[src/rtl/micro_arp_pkg.sv]
// Shared ARP constants, frame byte offsets and FSM state encodings
// for the ARP requester and its reply parser.
package micro_arp_pkg;

  localparam logic [15:0] ETHERTYPE_ARP  = 16'h0806;
  localparam logic [15:0] ARP_OPER_REQ   = 16'h0001;
  localparam logic [15:0] ARP_OPER_REPLY = 16'h0002;
  localparam logic [15:0] HTYPE_ETH      = 16'h0001;
  localparam logic [15:0] PTYPE_IPV4     = 16'h0800;
  localparam logic [7:0]  HLEN_ETH       = 8'h06;
  localparam logic [7:0]  PLEN_IPV4      = 8'h04;
  localparam logic [47:0] BCAST_MAC      = 48'hFFFF_FFFF_FFFF;

  // 42-byte request: beat 1 carries 10 bytes, the rest of the 32-byte beat is empty
  localparam logic [4:0]  TX_W1_EMPTY     = 5'd22;
  localparam logic [4:0]  RX_W1_MAX_EMPTY = 5'd26;

  localparam int OFF_TYPE = 12;
  localparam int OFF_OPER = 20;
  localparam int OFF_SHA  = 22;
  localparam int OFF_SPA  = 28;
  localparam int OFF_THA  = 0;

  function automatic int msb_of(input int byte_off);
    return 255 - 8 * byte_off;
  endfunction

  localparam int BIT_TYPE = msb_of(OFF_TYPE);
  localparam int BIT_OPER = msb_of(OFF_OPER);
  localparam int BIT_SHA  = msb_of(OFF_SHA);
  localparam int BIT_SPA  = msb_of(OFF_SPA);
  localparam int BIT_THA  = msb_of(OFF_THA);

  typedef enum logic [2:0] {IDLE, TX_W0, TX_W1, WAIT, DONE} tx_state_e;
  typedef enum logic [1:0] {RX_W0, RX_W1, RX_DROP} rx_state_e;

endpackage

[src/rtl/micro_arp_requester_rx_parser.sv]
// Watches the RX stream for a two-beat ARP reply addressed to us that answers
// the currently latched target IP; pulses match_o with the sender MAC.
module micro_arp_rx_parser
  import micro_arp_pkg::*;
#(
  parameter logic [47:0] LOCAL_MAC = 48'h02ABCD000102
) (
  input  logic         clk,
  input  logic         reset_n,
  input  logic [255:0] rx_data_i,
  input  logic         rx_valid_i,
  input  logic         rx_sop_i,
  input  logic         rx_eop_i,
  input  logic [4:0]   rx_empty_i,
  input  logic [31:0]  target_ip_i,
  output logic         match_o,
  output logic [47:0]  sha_o
);

  rx_state_e   state_q;
  logic [47:0] sha_cap_q;
  logic [47:0] sha_q;
  logic        match_q;
  logic        hdr_ok;
  logic        tail_ok;
  logic        unused_rx;

  assign hdr_ok = (rx_data_i[BIT_TYPE -: 16] == ETHERTYPE_ARP) &&
                  (rx_data_i[BIT_OPER -: 16] == ARP_OPER_REPLY) &&
                  (rx_data_i[BIT_SPA -: 32] == target_ip_i);
  // beat 1 must actually carry the THA bytes it is being compared on
  assign tail_ok = rx_eop_i && (rx_empty_i <= RX_W1_MAX_EMPTY) &&
                   (rx_data_i[BIT_THA -: 48] == LOCAL_MAC);
  assign unused_rx = ^{rx_data_i[207:160], rx_data_i[143:96]};

  always_ff @(posedge clk or negedge reset_n) begin
    if (!reset_n) begin
      state_q   <= RX_W0;
      sha_cap_q <= '0;
      sha_q     <= '0;
      match_q   <= 1'b0;
    end else begin
      match_q <= 1'b0;
      if (rx_valid_i) begin
        if (rx_sop_i) begin
          sha_cap_q <= rx_data_i[BIT_SHA -: 48];
          if (rx_eop_i)    state_q <= RX_W0;
          else if (hdr_ok) state_q <= RX_W1;
          else             state_q <= RX_DROP;
        end else begin
          case (state_q)
            RX_W1: begin
              if (tail_ok) begin
                match_q <= 1'b1;
                sha_q   <= sha_cap_q;
              end
              state_q <= rx_eop_i ? RX_W0 : RX_DROP;
            end
            RX_DROP: if (rx_eop_i) state_q <= RX_W0;
            default: state_q <= rx_eop_i ? RX_W0 : RX_DROP;
          endcase
        end
      end
    end
  end

  assign match_o = match_q;
  assign sha_o   = sha_q;

endmodule

[src/rtl/micro_arp_requester.sv]
// ARP resolver: broadcasts a who-has request for req_ip, waits for the reply,
// retransmits on timeout and reports the resolved MAC or a timeout error.
module micro_arp_requester
  import micro_arp_pkg::*;
#(
  parameter logic [47:0] LOCAL_MAC      = 48'h02ABCD000102,
  parameter logic [31:0] LOCAL_IP       = 32'h0A000014,
  parameter int          TIMEOUT_CYCLES = 1000,
  parameter int          MAX_RETRIES    = 3
) (
  input  logic         clk,
  input  logic         reset_n,
  input  logic         req_valid,
  output logic         req_ready,
  input  logic [31:0]  req_ip,
  output logic         resp_valid,
  output logic [47:0]  resp_mac,
  output logic [31:0]  resp_ip,
  output logic         resp_error,
  output logic [255:0] tx_data,
  output logic         tx_valid,
  input  logic         tx_ready,
  output logic         tx_startofpacket,
  output logic         tx_endofpacket,
  output logic [4:0]   tx_empty,
  input  logic [255:0] rx_data,
  input  logic         rx_valid,
  output logic         rx_ready,
  input  logic         rx_startofpacket,
  input  logic         rx_endofpacket,
  input  logic [4:0]   rx_empty
);

  localparam int TW = $clog2(TIMEOUT_CYCLES + 1);
  localparam int RW = (MAX_RETRIES > 0) ? $clog2(MAX_RETRIES + 1) : 1;
  localparam logic [255:0] BEAT0 = {BCAST_MAC, LOCAL_MAC, ETHERTYPE_ARP, HTYPE_ETH,
                                    PTYPE_IPV4, HLEN_ETH, PLEN_IPV4, ARP_OPER_REQ,
                                    LOCAL_MAC, LOCAL_IP};

  tx_state_e      state_q;
  logic [TW-1:0]  tmo_q;
  logic [RW-1:0]  rty_q;
  logic [31:0]    ip_q;
  logic           req_ready_q;
  logic [255:0]   tx_data_q;
  logic           tx_valid_q, tx_sop_q, tx_eop_q;
  logic [4:0]     tx_empty_q;
  logic           resp_valid_q, resp_error_q;
  logic [47:0]    resp_mac_q;
  logic [31:0]    resp_ip_q;
  logic           match;
  logic [47:0]    sha;
  logic [255:0]   beat1_d;

  assign beat1_d = {48'h0, ip_q, 176'h0};

  micro_arp_rx_parser #(.LOCAL_MAC(LOCAL_MAC)) u_rx_parser (
    .clk         (clk),
    .reset_n     (reset_n),
    .rx_data_i   (rx_data),
    .rx_valid_i  (rx_valid),
    .rx_sop_i    (rx_startofpacket),
    .rx_eop_i    (rx_endofpacket),
    .rx_empty_i  (rx_empty),
    .target_ip_i (ip_q),
    .match_o     (match),
    .sha_o       (sha)
  );

  always_ff @(posedge clk or negedge reset_n) begin
    if (!reset_n) begin
      state_q      <= IDLE;
      tmo_q        <= '0;
      rty_q        <= '0;
      ip_q         <= '0;
      req_ready_q  <= 1'b1;
      tx_data_q    <= '0;
      tx_valid_q   <= 1'b0;
      tx_sop_q     <= 1'b0;
      tx_eop_q     <= 1'b0;
      tx_empty_q   <= '0;
      resp_valid_q <= 1'b0;
      resp_error_q <= 1'b0;
      resp_mac_q   <= '0;
      resp_ip_q    <= '0;
    end else begin
      case (state_q)
        IDLE: if (req_valid) begin
          ip_q        <= req_ip;
          rty_q       <= '0;
          req_ready_q <= 1'b0;
          tx_data_q   <= BEAT0;
          tx_valid_q  <= 1'b1;
          tx_sop_q    <= 1'b1;
          state_q     <= TX_W0;
        end
        TX_W0: if (tx_ready) begin
          tx_data_q  <= beat1_d;
          tx_sop_q   <= 1'b0;
          tx_eop_q   <= 1'b1;
          tx_empty_q <= TX_W1_EMPTY;
          state_q    <= TX_W1;
        end
        TX_W1: if (tx_ready) begin
          tx_data_q  <= '0;
          tx_valid_q <= 1'b0;
          tx_eop_q   <= 1'b0;
          tx_empty_q <= '0;
          tmo_q      <= '0;
          state_q    <= WAIT;
        end
        WAIT: begin
          // a reply landing on the last timeout cycle still wins
          if (match) begin
            resp_valid_q <= 1'b1;
            resp_error_q <= 1'b0;
            resp_mac_q   <= sha;
            resp_ip_q    <= ip_q;
            state_q      <= DONE;
          end else if (tmo_q == TW'(TIMEOUT_CYCLES - 1)) begin
            if (rty_q < RW'(MAX_RETRIES)) begin
              rty_q      <= rty_q + 1'b1;
              tx_data_q  <= BEAT0;
              tx_valid_q <= 1'b1;
              tx_sop_q   <= 1'b1;
              state_q    <= TX_W0;
            end else begin
              resp_valid_q <= 1'b1;
              resp_error_q <= 1'b1;
              resp_mac_q   <= '0;
              resp_ip_q    <= ip_q;
              state_q      <= DONE;
            end
          end else begin
            tmo_q <= tmo_q + 1'b1;
          end
        end
        default: begin
          resp_valid_q <= 1'b0;
          req_ready_q  <= 1'b1;
          state_q      <= IDLE;
        end
      endcase
    end
  end

  assign req_ready        = req_ready_q;
  assign resp_valid       = resp_valid_q;
  assign resp_mac         = resp_mac_q;
  assign resp_ip          = resp_ip_q;
  assign resp_error       = resp_error_q;
  assign tx_data          = tx_data_q;
  assign tx_valid         = tx_valid_q;
  assign tx_startofpacket = tx_sop_q;
  assign tx_endofpacket   = tx_eop_q;
  assign tx_empty         = tx_empty_q;
  assign rx_ready         = 1'b1;

endmodule

[config.mk]
export PLATFORM = sky130hd
export DESIGN_NAME = micro_arp_requester
export DESIGN_NICKNAME = d
export VERILOG_FILES = /design/src/rtl/micro_arp_pkg.sv /design/src/rtl/micro_arp_requester_rx_parser.sv /design/src/rtl/micro_arp_requester.sv
export SDC_FILE = /design/constraint.sdc
export NUM_CORES = 1
export LEC_CHECK = 0
export CAP_MARGIN = 20
export CORE_AREA = 2 2 251 253
export CTS_BUF_LIST = sky130_fd_sc_hd__clkbuf_4 sky130_fd_sc_hd__clkbuf_8 sky130_fd_sc_hd__clkbuf_16
export DETAILED_ROUTE_END_ITERATION = 16
export DIE_AREA = 0 0 253 255
export DONT_BUFFER_PORTS = 1
export GPL_TIMING_DRIVEN = 0
export PLACE_DENSITY = 0.45
export RECOVER_POWER = 100
export SETUP_SLACK_MARGIN = 0.1
export SYNTH_ARGS = -nofsm -noshare
export SYNTH_HDL_FRONTEND = slang
export SYNTH_HIERARCHICAL = 1
export SYNTH_SLANG_ARGS = --single-unit
[constraint.sdc]
create_clock -name clk -period 2.5 [get_ports clk]
set_input_delay 0.75 -clock clk [delete_from_list [all_inputs] [get_ports clk]]
set_output_delay 0.75 -clock clk [all_outputs]
set_load 0.02 [all_outputs]
## Word-level counts from Yosys, hierarchy flattened

Cells that the tools add are included.

- Add/sub/neg operators: 2
- Order comparisons: 2
- Equal/unequal tests: 21
- Multiplexer cells: 58
- Bitwise operators: 3
- Reduce and logical (&&, ||, !) cells: 28

Operators with widths:

| cell | number |
|---|---|
| $mux W256 | 6 |
| $pmux W256 S4 | 1 |
| $mux W48 | 3 |
| $mux W32 | 3 |
| $eq A48 B42 Y1 const B | 1 |
| $eq A32 B32 Y1 | 1 |
| $mux W10 | 3 |
| $mux W2 | 10 |
| $pmux W10 S2 | 1 |
| $mux W3 | 6 |
| $eq A16 B12 Y1 const B | 1 |
| $eq A16 B2 Y1 const B | 1 |
| $mux W1 | 15 |
| $ne A2 B2 Y1 const B | 7 |
| $pmux W3 S4 | 1 |
| $reduce_and A4 Y1 | 3 |
| $reduce_and A6 Y1 | 2 |
| $add A10 B1 Y10 const B | 1 |
| $eq A10 B10 Y1 const B | 1 |
| $mux W5 | 2 |
| $pmux W5 S2 | 1 |
| $reduce_and A3 Y1 | 3 |
| $reduce_and A2 Y1 | 4 |
| $reduce_bool A2 Y1 | 4 |
| other kinds (21) | 33 |

- Register bits after elaboration: 493
- Input port bits: 300
- Output and inout port bits: 348
- Logic and storage cells: 132

## Depth between registers and ports, before layout

Gate-level depths: netlist (run 1).

- Depth in word-level cells: 7
- Mapped depth: 7
- Gate-level depth less buffers: 5

## Hierarchy

The synthesis (run 1) kept the hierarchy.

By module, submodules not included:

| module | instances | cells an instance | area an instance (µm²) | sequential area each (µm²) |
|---|---|---|---|---|
| micro_arp_requester | 1 | 730 | 8,463.1 | 4,155.2 |
| micro_arp_rx_parser | 1 | 293 | 4,292.9 | 2,477.4 |

## Worst setup path before layout (run 1)

Ideal clock, no wire load.

- Kind: input port to flip-flop
- Start: in rx_data[213]
- End: reg u_rx_parser.sha_q[27] (netlist: u_rx_parser/sha_o[27])
- Library setup time: 0.127 ns
- Arrival time: 2.593 ns
- Required time: 2.373 ns
- Path slack: -0.221 ns
- Stages on the path: 6
- Buffers on the path: 2
- Cells stage by stage: or4b_1 > or4_1 > nor4_4 > buf_6 > buf_6 > mux2_1

- Cells in the longest elaborated chain, start to end: 3

RTL lines:

| item | line | RTL |
|---|---|---|
| start, declared | micro_arp_requester.sv:26 | `input logic [255:0] rx_data,` |
| $eq A48 B42 Y1 | micro_arp_requester_rx_parser.sv:33 | `(rx_data_i[BIT_THA -: 48] == LOCAL_MAC);` |
| $logic_and A1 B1 Y1 | micro_arp_requester_rx_parser.sv:32 | `assign tail_ok = rx_eop_i && (rx_empty_i <= RX_W1_MAX_EMPTY) &&` |
| $reduce_and A4 Y1 (no line) | - |  |
| end signal, assigned | micro_arp_requester_rx_parser.sv:55 | `sha_q <= sha_cap_q;` |
| end, declared | micro_arp_requester_rx_parser.sv:22 | `logic [47:0] sha_q;` |

No other way between the ends.
A chain may end at the register's enable or synchronous reset.

## Worst setup path after layout (run 1)

- Start: in rx_data[213]
- End: reg u_rx_parser.sha_q[23] (netlist: u_rx_parser/sha_o[23])

The elaborated chain is that of the path after synthesis.

==> impl_metrics.py, run 1 <==
metrics = {
    "outcome": {
        "status": "complete, but fails checks",
        "violations": "hold timing",
    },
    "power": {
        "finalPower_w": 0.0102,
        "peakVddDrop_uv": 487,
        "p_leak_nw": 7.86,
        "power_density_nw_per_um2": 662,
    },
    "clocking": {
        "clk_pin_slew_ns": 0.06,
        "cts_buffers": 34,
        "cts_sinks": 265,
        "cts_root_buf": "clkbuf_16",
        "htree_levels": 2,
        "cts_tree": "built",
        "clock_latency_ns": 0.53,
        "clock_path_buffers": 3,
    },
    "timing": {
        "finalHoldViolCount": 191,
        "rsz0062_at_grt": "no",
        "fin_crit_sh_pct": 92.7,
        "slew_headroom_pct": 36.3,
        "max_freq_mhz": 431,
        "tightestPinTransition_ns": 0.946,
        "finalSetupViolations": 0,
        "min_period_ns": 2.32,
        "fin_hold_ws_ns": -0.0863,
        "finClkSkew_ns": 0.0217,
        "maxSlewViolCount": 0,
    },
    "yosys": {
        "synthCells": 1023,
        "ys_warn_count": 6,
        "ys_types": 59,
        "avgSynthCellArea_um2": 12.5,
        "postSynth.asyncResetShare_pct": 100,
        "ys_seq_area_share_pct": 52.0,
        "ys_ff_latch": 265,
        "synth_ff_type": "dfrtp_1",
        "synth_edf_count": 0,
        "syn_area_um2": 12800,
    },
    "critical_path": {
        "crit_arrival_ns": 2.72,
        "cpPeakStageDelay_ns": 0.49,
        "reg2reg_from": "rty_q[0]",
        "path_buf_inv": 1,
        "r2r-end": "tx_data[198]",
        "reg2reg_slack_ns": 0.20,
        "cp_num_cells": 5,
        "crit_start": "rx_data[213]",
        "endpoint_kind": "flop",
        "cp.required_ns": 2.90,
        "start_kind": "input pin",
        "crit_type": "in2reg",
        "critPathMaxFanout": 10,
        "slowest_stage": "or4b_1",
        "reg2reg_depth": 7,
        "path_delay_family": "simple AND/OR/NAND/NOR gates",
        "endpoint": "u_rx_parser/sha_o[23]",
        "cp_cell_sequence": "or4b_1 > or4_1 > nor4_4 > clkbuf_2 > mux2_2",
    },
    "placement": {
        "port_buffers": 0,
        "hpwlAfterDp_um": 28100,
        "gp_congestion": 0.744,
        "place_area_um2": 14300,
    },
    "grt": {
        "grt_pass1_vias": 7468,
        "overflow": 0,
        "grt_usage_pct": 10.9,
        "grt_pass1_wl_um": 51400,
        "grt_start_max_net_pins": 266,
        "antenna_found_initial": 6,
    },
    "job": {
        "maxCapViolations": 0,
    },
    "layout": {
        "syn_to_final_growth_pct": 20.8,
        "finalInstanceArea_um2": 15400,
        "layout-drive-gt1-share_pct": 37.4,
        "fillCellCount": 6632,
        "nets": 1519,
    },
    "drt": {
        "drtIter0Drc": 394,
        "drc": 0,
        "drt-wirelength-per-cell_um": 18.3,
        "vias": 7745,
        "viasPerCell": 3.80,
        "wl_um": 37400,
        "drt_first_pass_iters": 4,
        "antenna_left": 0,
    },
    "floorplan": {
        "die_area_um2": 64500,
        "chipHeight_um": 255,
        "initial_utilization_pct": 20.5,
        "fp.dieW_um": 253,
        "ios": 648,
        "core_area_um2": 62200,
        "rows": 92,
    },
    "min_path": {
        "hold_class": "in2async",
    },
}
## layer usage
layer	vias to the layer above	track usage, %	part of all wire [%]
met1	3715	11.8	37
met5	-	0	0.12
met3	61	5.16	11
met2	380	18.6	49
li1	3581	-	-
met4	8	3.52	2.5
## power breakdown
group	leakage [nW]	switching [W]	internal (W)
Clock	0.569	0.00196	0.00307
Combinational	3.88	0.000320	0.000321
Sequential	3.41	0.0000974	0.00443
Total	7.86	0.00238	0.00782
## Yosys cell counts, drive strengths merged (2+ instances only)
master,number,area [µm²]
nand2b,2,12.5
xor2,4,35.0
ha,2,25.0
conb,2,7.51
o41ai,2,36.3
nand3,10,50.1
a21oi,8,40.0
nor2b,6,37.5
nor3,5,36.3
a211o,2,17.5
buf,246,1830
o22ai,2,12.5
a31oi,7,50.1
nand2,33,124
or4,3,22.5
nor2,11,41.3
o21ai,8,40.0
inv,29,109
o31ai,2,15.0
mux2,173,1980
nor4b,6,52.6
nand3b,4,42.5
and3,8,50.1
clkbuf,22,82.6
nand4,12,81.3
a21o,15,113
xnor2,28,245
a22o,50,438
mux2i,23,230
nor4bb,3,30.0
dfrtp,264,6610
nor4,16,115
## registers in the layout (all words and copies together) (netlist names)
register               flops
resp_valid                 1
req_ready                  1
tx_data                   33
u_rx_parser/state_q        2
u_rx_parser/match_o        1
state_q                    3
tx_startofpacket           1
u_rx_parser/sha_o         48
ip_q                      32
rty_q                      2
u_rx_parser/sha_cap_q     48
resp_error                 1
resp_ip                   32
resp_mac                  48
tmo_q                     10
tx_valid                   1
tx_empty                   1
## cell type report
| cell class | count | area (µm²) | area share (%) |
|---|---|---|---|
| clock buffer | 48 | 987 | 6.41 |
| inverter | 29 | 109 | 0.707 |
| multi-input combinational | 610 | 4650 | 30.2 |
| timing repair buffer | 9 | 90.1 | 0.585 |
| tap | 799 | 1000 | 6.49 |
| sequential | 265 | 6630 | 43.1 |
| antenna | 1 | 2.50 | 0.0162 |
| buffer | 268 | 1780 | 11.6 |
| clock inverter | 11 | 148 | 0.958 |
## logic make-up after synthesis
| logic type | share of synthesized area (%) |
|---|---|
| flops | 52.0 |
| mux | 17.3 |
| compound gates | 6.48 |
| buf+inv | 15.8 |
| simple gates | 5.91 |
| fa+ha+maj | 0.196 |
| other cells | 0.0589 |
| xor+xnor | 2.20 |
## how the worst min path moves through the flow
stage          startpoint                   endpoint  slack (ns)  depth (start not counted)
3_3_place_gp      reset_n  u_rx_parser/sha_cap_q[15]        0.46                          0
3_5_place_dp      reset_n  u_rx_parser/sha_cap_q[15]        0.46                          0
6_report          reset_n               resp_mac[15]       -0.09                          0
4_1_cts           reset_n      u_rx_parser/sha_o[21]       -0.12                          0
2_1_floorplan     reset_n                    ip_q[0]        0.45                          0
5_1_grt           reset_n               resp_mac[10]       -0.12                          0
## through the flow
stage	TNS, ns	setup slack [ns]	cells	hold slack (ns)	util, %
2_1_floorplan	-3.62	-0.133	1172	0.454	-
3_3_place_gp	-60.09	-0.887	1971	0.462	23.0
3_5_place_dp	-50.91	-0.437	1972	0.461	23.1
4_1_cts	0	0.104	2037	-0.125	25.1
5_1_grt	0	0.0684	2040	-0.122	24.8
6_report	0	0.182	2040	-0.0863	24.8
## repair_timing
action                                 CTS  global route
gates resized for setup                 13            16
buffers inserted                         6             1
setup endpoints to repair              144           145
cloned                                   0             1
endpoints found under the hold margin  264           264
pin swaps                                4             1
## placed cells by master (no fill, tap or decap), types with 5 or more instances in the layout
master / netlist / routed
nand4_1: 11 / 11
nor4b_1: 6 / 6
mux2i_1: 23 / 23
clkbuf_2: 0 / 59
buf_6: 4 / 5
o21ai_0: 7 / 8
clkbuf_8: 0 / 5
a21oi_1: 8 / 8
nor4_1: 15 / 15
a31oi_1: 6 / 6
mux2_1: 22 / 30
a22o_1: 50 / 50
clkbuf_16: 0 / 34
inv_1: 29 / 29
nor2_1: 11 / 10
xnor2_1: 28 / 28
nand3_1: 10 / 10
clkbuf_4: 0 / 11
clkinv_2: 0 / 5
conb_1: 2 / 151
clkbuf_1: 22 / 26
buf_4: 231 / 181
a21o_1: 15 / 15
nand2_1: 33 / 33
nor2b_1: 6 / 6
mux2_2: 143 / 143
dfrtp_1: 264 / 263
and3_1: 8 / 8
Note: power is estimated with default switching activity, not from simulation.
==> run 2, diff against run 1 <==
Settings changed: CELL_PAD_IN_SITES_DETAIL_PLACEMENT from default to 0, CELL_PAD_IN_SITES_GLOBAL_PLACEMENT from default to 1, PLACE_DENSITY 0.45 to 0.52.
==> impl_metrics.py, run 2 (same netlist as run 1, synthesis figures left out) <==
metrics = {
    "clocking": {
        "clock_path_buffers": 3,
        "htree_levels": 1,
        "cts_tree": "built",
        "cts_buffers": 31,
        "clock_latency_ns": 0.59,
        "clk_pin_slew_ns": 0.07,
        "cts_sinks": 265,
        "cts_root_buf": "clkbuf_16",
    },
    "floorplan": {
        "initial_utilization_pct": 20.5,
        "die_area_um2": 64500,
        "rows": 92,
        "core_area_um2": 62200,
        "chipHeight_um": 255,
        "fp.dieW_um": 253,
        "ios": 648,
    },
    "power": {
        "finalPower_w": 0.00997,
        "peakVddDrop_uv": 528,
        "power_density_nw_per_um2": 650,
        "p_leak_nw": 7.75,
    },
    "timing": {
        "finalHoldViolCount": 264,
        "finClkSkew_ns": 0.0200,
        "finalSetupViolations": 0,
        "fin_setup_tns_ns": 0,
        "min_period_ns": 2.34,
        "max_freq_mhz": 427,
        "rsz0062_at_grt": "no",
        "maxSlewViolCount": 0,
        "fin_crit_sh_pct": 93.7,
        "tightestPinTransition_ns": 1.08,
        "fin_hold_ws_ns": -0.150,
        "slew_headroom_pct": 26.9,
    },
    "placement": {
        "place_area_um2": 14300,
        "gp_congestion": 0.779,
        "port_buffers": 0,
        "hpwlAfterDp_um": 28100,
        "dp.cells": 1973,
    },
    "drt": {
        "drtIter0Drc": 262,
        "antenna_left": 0,
        "wl_um": 37800,
        "drt-wirelength-per-cell_um": 18.5,
        "drt_first_pass_iters": 4,
        "vias": 7793,
        "drc": 0,
        "viasPerCell": 3.82,
    },
    "outcome": {
        "status": "complete, but fails checks",
        "violations": "hold timing",
    },
    "critical_path": {
        "cpPeakStageDelay_ns": 0.53,
        "crit_top_cell": "clkbuf_2",
        "reg2reg_depth": 7,
        "crit_arrival_ns": 1.59,
        "critPathMaxFanout": 7,
        "r2r-end": "resp_ip[29]",
        "path_buf_inv": 2,
        "path_delay_family": "flip-flops",
        "cp_cell_sequence": "clkbuf_2 > clkbuf_2",
        "cp.required_ns": 1.75,
        "slowest_stage": "dfrtp_4",
        "endpoint_kind": "output port",
        "crit_type": "reg2out",
        "crit_start": "tx_data[254]",
        "reg2reg_from": "tmo_q[0]",
        "start_kind": "flop",
        "cp_num_cells": 2,
        "reg2reg_slack_ns": 0.16,
        "endpoint": "tx_data[234]",
    },
    "layout": {
        "syn_to_final_growth_pct": 20.4,
        "nets": 1518,
        "layout.cells.most_common": "dfrtp_1",
        "layout-drive-gt1-share_pct": 34.9,
        "final_cell_mix": "dfrtp_1 (263), buf_4 (187), conb_1 (151)",
        "finalInstanceArea_um2": 15400,
        "fin_util_pct": 24.7,
        "final_cells": 2042,
    },
    "grt": {
        "grt_pass1_wl_um": 52300,
        "grt_usage_pct": 10.9,
        "antenna_found_initial": 7,
        "grt_pass1_vias": 7424,
        "grt_start_max_net_pins": 266,
        "overflow": 0,
    },
    "job": {
        "maxCapViolations": 0,
    },
    "min_path": {
        "hold_class": "in2async",
    },
}
[run 2: timing repair]
action,in CTS,in global routing
hold endpoints to repair,264,264
buffers inserted,6,3
setup endpoints to repair,180,139
pin swaps,3,2
gates resized for setup,13,5
[run 2: area by class of cell]
class	instances	area, µm²
Clock inverter	18	228
Antenna cell	2	5.00
Fill cell	6616	46800
Buffer	268	1760
Inverter	29	109
Multi-Input combinational cell	610	4660
Clock buffer	40	862
Sequential cell	265	6640
Timing Repair Buffer	11	96.3
Tap cell	799	1000
[run 2: worst min-delay path by stage]
stage | slack [ns] | from | end | cells after the start
finish | -0.15 | reset_n | u_rx_parser/sha_cap_q[16] | 0
CTS | -0.19 | reset_n | u_rx_parser/sha_cap_q[16] | 0
global route | -0.20 | reset_n | u_rx_parser/sha_cap_q[16] | 0
floorplan | 0.45 | reset_n | ip_q[0] | 0
detailed placement | 0.46 | reset_n | u_rx_parser/sha_cap_q[16] | 0
global placement | 0.46 | reset_n | u_rx_parser/sha_cap_q[16] | 0
[run 2: through the flow]
step / setup WS, ns / hold WS, ns
finish: 0.156 / -0.150
global route: 0.0296 / -0.199
CTS: 0.0780 / -0.192
detailed placement: -0.472 / 0.462
global placement: -0.696 / 0.462
floorplan: -0.133 / 0.454
[run 2: where the power goes]
part           leakage, nW  total [W]  switching [W]  internal (W)
logic                 3.80   0.000640       0.000319      0.000321
clock network        0.539    0.00481        0.00194       0.00287
registers             3.41    0.00453      0.0000946       0.00443
[run 2: metal layers]
metal / routed length, µm / GRT usage, % / up-vias / part of all wire [%]
met2: 19200 / 19.4 / 367 / 51
met4: 755 / 2.72 / 10 / 2.0
met5: 71 / 0 / - / 0.19
met1: 13900 / 12.1 / 3777 / 37
met3: 3920 / 4.43 / 55 / 10
li1: - / - / 3584 / -
==> run 3, diff against run 2 <==
--- a/config.mk
+++ b/config.mk
@@ -18,4 +18,5 @@
 export RECOVER_POWER = 100
 export SETUP_SLACK_MARGIN = 0.1
+export SKIP_LAST_GASP = 1
 export SYNTH_ARGS = -nofsm -noshare
 export SYNTH_HDL_FRONTEND = slang
==> constraint.sdc (replaced) <==
create_clock -name clk -period 2.5 [get_ports clk]
set_input_delay 0.125 -clock clk [delete_from_list [all_inputs] [get_ports clk]]
set_output_delay 0.125 -clock clk [all_outputs]
set_load 0.02 [all_outputs]
==> impl_metrics.py, run 3 (same netlist as run 1, synthesis figures left out) <==
metrics = {
    "outcome": {
        "violations": "hold timing",
        "status": "complete, but fails checks",
    },
    "timing": {
        "rsz0062_at_grt": "no",
        "min_period_ns": 2.37,
        "finalSetupViolations": 0,
        "fin_setup_tns_ns": 0,
        "finClkSkew_ns": 0.0213,
        "maxSlewViolCount": 0,
        "tightestPinTransition_ns": 1.10,
        "fin_hold_ws_ns": -0.716,
        "slew_headroom_pct": 26.8,
        "fin_crit_sh_pct": 94.8,
        "finalHoldViolCount": 264,
        "max_freq_mhz": 422,
    },
    "critical_path": {
        "cp.required_ns": 2.92,
        "endpoint_kind": "flop",
        "crit_type": "reg2reg",
        "crit_arrival_ns": 2.79,
        "critPathMaxFanout": 10,
        "reg2reg_depth": 7,
        "start_kind": "flop",
    },
    "power": {
        "p_comb_share_pct": 7.0,
        "peakVddDrop_uv": 512,
        "power.share.switching_pct": 23.0,
        "p_int_w": 0.00827,
        "p_sw_w": 0.00247,
        "p_leak_nw": 8.00,
        "seq_power_share_pct": 42.2,
        "p_clk_share_pct": 50.8,
        "power_density_nw_per_um2": 661,
    },
    "clocking": {
        "htree_levels": 2,
        "clk_pin_slew_ns": 0.06,
        "cts_buffers": 35,
        "cts_tree": "built",
        "cts_root_buf": "clkbuf_16",
        "clock_latency_ns": 0.55,
        "cts_sinks": 265,
        "clock_path_buffers": 3,
        "postCtsHoldBufs": 87,
    },
    "floorplan": {
        "core_area_um2": 62200,
        "ios": 648,
        "fp.dieW_um": 253,
        "rows": 92,
        "die_area_um2": 64500,
        "chipHeight_um": 255,
        "initial_utilization_pct": 20.5,
    },
    "layout": {
        "final_cells": 2136,
        "layout.cells.most_common": "dfrtp_1",
        "syn_to_final_growth_pct": 27.5,
        "finalInstanceArea_um2": 16300,
        "regArea_um2": 6630,
        "multi_input_comb_area_um2": 4650,
        "layout-drive-gt1-share_pct": 30.4,
        "nets": 1609,
        "fillCellCount": 6653,
        "final_cell_mix": "dfrtp_1 (264), buf_4 (159), conb_1 (151)",
    },
    "drt": {
        "drt-wirelength-per-cell_um": 17.5,
        "vias": 8127,
        "drtIter0Drc": 224,
        "antenna_left": 0,
        "wl_um": 37300,
        "viasPerCell": 3.80,
        "drt_first_pass_iters": 4,
        "drc": 0,
    },
    "job": {
        "maxCapViolations": 0,
    },
    "placement": {
        "dp.cells": 1972,
        "gp_congestion": 0.762,
        "hpwlAfterDp_um": 27900,
        "place_area_um2": 14300,
        "port_buffers": 0,
    },
    "grt": {
        "overflow": 0,
        "antenna_found_initial": 5,
        "grt_usage_pct": 10.9,
        "grt_start_max_net_pins": 266,
        "grt_pass1_vias": 7968,
        "grt_pass1_wl_um": 52100,
    },
    "min_path": {
        "hold_class": "in2async",
    },
}
[run 3: cell types whose count changed in the layout (fill, tap and decap cells not counted), moves of 5 or more]
cell | before | now
clkbuf_2 | 21 | 14
buf_4 | 187 | 159
clkbuf_1 | 59 | 95
clkbuf_8 | 3 | 8
dlygate4sd3_1 | 0 | 87
[run 3: path summary, 6_finish.rpt]
path | end | from | slack, ns
max | u_rx_parser/sha_o[25] | u_rx_parser/state_q[1] | 0.13
min | u_rx_parser/sha_cap_q[10] | reset_n | -0.72
max reg2reg | u_rx_parser/sha_o[25] | u_rx_parser/state_q[1] | 0.13
min reg2reg | u_rx_parser/sha_o[27] | u_rx_parser/sha_cap_q[27] | 0.49
max in group asynchronous | state_q[0] | reset_n | 2.31
min in group clk | u_rx_parser/state_q[0] | rx_data[4] | 0.16
[run 3: final cells by class]
type / count / share of cell area, %
multi-input combinational: 610 / 28.6
clock buffer: 48 / 6.29
sequential: 265 / 40.8
clock inverter: 16 / 1.61
tap: 799 / 6.15
timing repair buffer: 99 / 5.80
inverter: 29 / 0.669
antenna: 3 / 0.0462
buffer: 267 / 10.0
[run 3: critical path, cell delays in order, from the launching register on]
cell,delay (ns)
dfrtp_1,0.38
nor4_1,0.38
nand4_1,0.13
clkbuf_1,0.22
nor4_4,0.31
clkbuf_1,0.21
buf_4,0.24
mux2_2,0.35
[run 3: power groups by stage]
| stage | registers (W) | logic, W | clock network (W) |
|---|---|---|---|
| after floorplan | 0.00457 | 0.000590 | 0 |
| after global placement | 0.00460 | 0.000623 | 0 |
| after detailed placement | 0.00461 | 0.000629 | 0 |
| after CTS | 0.00453 | 0.000746 | 0.00569 |
| after global routing | 0.00455 | 0.000815 | 0.00584 |
| final | 0.00453 | 0.000754 | 0.00546 |
[run 3: metrics by stage]
| step | power (W) | setup slack [ns] | utilization, % |
|---|---|---|---|
| floorplan | 0.00516 | 0.404 | - |
| global placement | 0.00523 | -0.604 | 23.0 |
| detailed placement | 0.00524 | -0.498 | 23.1 |
| CTS | 0.0110 | 0.134 | 26.7 |
| global route | 0.0112 | 0.00648 | 26.2 |
| finish | 0.0107 | 0.129 | 26.2 |
[run 3: metal layers]
metal	wire, µm	vias to the layer above	share of wire, %	GRT usage, %
li1	-	3771	-	-
met4	1080	2	2.9	4.11
met2	18400	362	49	18.7
met3	3800	60	10	4.25
met5	13	-	0.035	0
met1	14000	3932	37	12.2
[run 3: timing repair]
action	4_1_cts	5_1_grt
resized for setup	13	10
endpoints found under the setup margin	161	72
pin swaps	4	1
setup buffers	8	3
hold endpoints to repair	351	265
cloned	0	0
